File: src/rtl/c3lib_bitsync_filt.sv
// c3lib_bitsync_filt: per-bit synchronizer with a stability glitch filter and edge pulses.
module c3lib_bitsync_filt #(
    parameter int                DWIDTH      = 1,
    parameter int                SYNC_STAGES = 2,
    parameter logic [DWIDTH-1:0] RESET_VAL   = '0,
    parameter int                FILT_CYCLES = 0
) (
    input  logic              clk,
    input  logic              rst,
    input  logic [DWIDTH-1:0] data_in,
    output logic [DWIDTH-1:0] data_out,
    output logic [DWIDTH-1:0] rise_pls,
    output logic [DWIDTH-1:0] fall_pls
);
    localparam int CW = (FILT_CYCLES < 1) ? 1 : $clog2(FILT_CYCLES + 1);
    localparam logic [CW-1:0] FMAX = CW'(FILT_CYCLES);
    if (DWIDTH < 1 || DWIDTH > 64) begin : g_bad_dwidth
        $error("c3lib_bitsync_filt: DWIDTH out of range 1..64");
    end
    if (SYNC_STAGES < 2 || SYNC_STAGES > 4) begin : g_bad_stages
        $error("c3lib_bitsync_filt: SYNC_STAGES out of range 2..4");
    end
    if (FILT_CYCLES < 0 || FILT_CYCLES > 255) begin : g_bad_filt
        $error("c3lib_bitsync_filt: FILT_CYCLES out of range 0..255");
    end
    for (genvar i = 0; i < DWIDTH; i++) begin : g_bit
        logic [SYNC_STAGES-1:0] sh;
        logic [CW-1:0]          cnt;
        logic                   q, r, f, s, mis, done;
        assign s    = sh[SYNC_STAGES-1];
        assign mis  = s != q;
        // the output only moves once the mismatch has persisted FILT_CYCLES+1 edges
        assign done = mis && cnt == FMAX;
        always_ff @(posedge clk or posedge rst) begin
            if (rst) begin
                sh  <= {SYNC_STAGES{RESET_VAL[i]}};
                cnt <= '0;
                q   <= RESET_VAL[i];
                r   <= 1'b0;
                f   <= 1'b0;
            end else begin
                sh  <= {sh[SYNC_STAGES-2:0], data_in[i]};
                cnt <= (mis && !done) ? cnt + 1'b1 : '0;
                q   <= done ? s : q;
                r   <= done & s;
                f   <= done & ~s;
            end
        end
        assign data_out[i] = q;
        assign rise_pls[i] = r;
        assign fall_pls[i] = f;
    end
endmodule
File: config.mk
export PLATFORM = sky130hd
export DESIGN_NAME = c3lib_bitsync_filt
export DESIGN_NICKNAME = d
export VERILOG_FILES = /design/src/rtl/c3lib_bitsync_filt.sv
export SDC_FILE = /design/constraint.sdc
export NUM_CORES = 1
export LEC_CHECK = 0
export ABC_AREA = 1
export CAP_MARGIN = 20
export CORE_AREA = 2 2 39 41
export DETAILED_ROUTE_END_ITERATION = 10
export DIE_AREA = 0 0 41 43
export PLACE_DENSITY = 0.41
export REMOVE_ABC_BUFFERS = 1
export SLEW_MARGIN = 20
export SYNTH_ARGS = -nofsm -noshare
export SYNTH_HDL_FRONTEND = slang
export SYNTH_SLANG_ARGS = --single-unit
File: constraint.sdc
create_clock -name clk -period 1.51 [get_ports clk]
set_clock_uncertainty 0.2 [all_clocks]
set_input_delay 0.302 -clock clk [delete_from_list [all_inputs] [get_ports clk]]
set_output_delay 0.302 -clock clk [all_outputs]
set_load 0.03 [all_outputs]
==> flow_summary.yaml <==
clocking:
  clkTransAtPathRegs_ns: 0.05
  clockBufferDepth: 2
  clkSinkCount: 6
  cts_tree: "built"
  cts_buffers: 3
  clkLatencyLatePin_ns: 0.24
  htreeDepth: 1
  hold_buffers: 0
  cts_root_buffer: "clkbuf_4"
critical_path:
  reg2reg_setup_slack_ns: 0.58
  start_kind: "flip-flop"
  r2r-end: "data_out"
  cp_max_fo: 1
  timing.rr.start: "g_bit[0].sh[1]"
  worstSetupPathDepth: 1
  reg2reg_depth: 2
  cp-startpoint: "fall_pls"
  critical-path-top-delay-family: "buffers and inverters"
  worstPathCellList: "dlygate4sd2_1"
  cpMaxStageDelayCell: "dlygate4sd2_1"
  worstSetupEndpoint: "fall_pls"
  cp.arrival_ns: 0.94
  worstSetupEndpointType: "output pin"
  critPathKind: "flip-flop to output pin"
  crit_path_max_incr_delay_ns: 0.39
  crit_buf_inv: 1
  required_ns: 1.01
global_routing:
  grt_pass1_wl_microns: 496
  grt_usage_pct: 5.16
  grt_max_degree: 7
  grt_overflow_total: 0
  grt_pass1_vias: 130
  antenna_found_initial: 0
drt:
  viasPerCell: 3.00
  post-route-drc-count: 0
  routed_wl_microns: 273
  vias: 117
  drt.antenna.violating_nets: 0
  routed-wl-met2_microns: 122
  drt_iter0_drc: 0
  route.met3.wl_microns: 41
  wire_per_inst_microns: 7.00
  highest_layer: "met3"
  wl_met1_microns: 109
  first_pass_iters: 1
cells_and_area:
  fin_area_sq_um: 275
  drive_above_1_share_pct: 17.4
  finalNetCount: 28
  fillers: 150
  diodes: 0
  syn2layout_area_growth_pct: 46.7
die:
  die_w_microns: 41
  dieArea_sq_um: 1760
  core_sq_um: 1380
  rows: 14
  dieHeight_microns: 43
  start_util_pct: 13.6
  num_io_pins: 6
synthesis:
  post_synth_num_cell_types: 7
  ys_ff_latch: 6
  syn_avg_cell_area_sq_um: 12.5
  yosys_warnings: 0
  synth_seq_area_share_pct: 80.0
  synth_cells: 15
  synth_area_sq_um: 188
timing:
  setup_viol: 0
  max_freq_mhz: 693
  hold_viol: 0
  rsz0062_at_grt: "false"
  report.final.slew_viol_count: 0
  setup_tns_ns: 0
  fin_crit_ns: 1.44
  fin_crit_sh_pct: 95.6
  worst_slack_ns: 0.0672
outcome:
  outcome: "completed"
placed_design:
  place_area_sq_um: 255
  place_ws_ns: 0.0412
  place_congestion: 0.514
  dpl.hpwl_microns: 200
  portBuffers: 5
power:
  power_leakage_nw: 0.151
  peakVddDrop_mv: 0.264
  power_w: 0.000377
  power-per-cell-area_nw_per_um2: 1370
run:
  cap_violations: 0
worst_hold_path:
  hold_path_class: "primary input to async pin"
[cell usage in the layout, fill, tap and decap left out]
| cell | synthesis | layout |
|---|---|---|
| buf_4 | 0 | 1 |
| nand3_1 | 1 | 1 |
| clkbuf_4 | 0 | 3 |
| dfrtp_1 | 6 | 6 |
| dlygate4sd2_1 | 0 | 2 |
| nor3_1 | 1 | 1 |
| o21ai_0 | 1 | 1 |
| nand2_1 | 1 | 1 |
| inv_1 | 4 | 4 |
| conb_1 | 1 | 1 |
| clkdlybuf4s50_1 | 0 | 2 |
[layout make-up]
cell class / instances / area, sq um / share of cell area, %
tap: 16 / 20.0 / 7.27
multi-input combinational: 5 / 22.5 / 8.18
inverter: 4 / 15.0 / 5.45
clock buffer: 3 / 22.5 / 8.18
timing repair buffer: 5 / 45.0 / 16.4
sequential: 6 / 150 / 54.5
[report_power, final]
group | leakage, nW | internal, W | switching (W)
Sequential | 0.0740 | 0.000175 | 0.00000658
Combinational | 0.0628 | 0.0000189 | 0.0000321
Clock | 0.0138 | 0.0000897 | 0.0000552
[sequential cells by signal, summed over array words and instances (netlist names)]
signal	cells
g_bit.sh	2
data_out	1
fall_pls	1
g_bit.cnt	1
rise_pls	1
[synth_stat cells]
master	number	area share [%]
nor3_1	1	2.7
dfrtp_1	6	80
conb_1	1	2.0
nand2_1	1	2.0
inv_1	4	8.0
o21ai_0	1	2.7
nand3_1	1	2.7
[metal layers]
layer,GRT usage [%],vias to the layer above
li1,-,58
met1,5.26,53
met2,5.31,6
met3,3.14,0
met4,8.00,0
met5,0,-
[cell families after synthesis]
kind of cell           synth area share (%)
and+or+nand+nor                        7.33
other                                  2.00
AOI/OAI and AO/OA                      2.66
DFF                                    80.0
buffers and inverters                  8.00
[how the worst min path moves through the flow]
stage	start	end
floorplan	rst	data_out
global placement	g_bit[0].sh[0]	g_bit[0].sh[1]
detailed placement	g_bit[0].sh[0]	g_bit[0].sh[1]
CTS	rst	g_bit[0].sh[0]
global route	rst	g_bit[0].sh[0]
finish	rst	g_bit[0].cnt
[timing repair]
| item | CTS | global route |
|---|---|---|
| hold endpoints to repair | 0 | 0 |
| setup buffers | 0 | 0 |
| gates resized for setup | 2 | 0 |
| endpoints found under the setup margin | 2 | 0 |
[metrics by stage]
step / hold WS (ns) / util [%] / cells
after floorplan: -0.107 / - / 15
after CTS: 0.0798 / 19.9 / 39
after global placement: 0.134 / 18.4 / 36
final: 0.0773 / 19.9 / 39
after detailed placement: 0.138 / 18.4 / 36
after global routing: 0.0942 / 19.9 / 39
No activity file was read; power rests on OpenSTA's default activity.
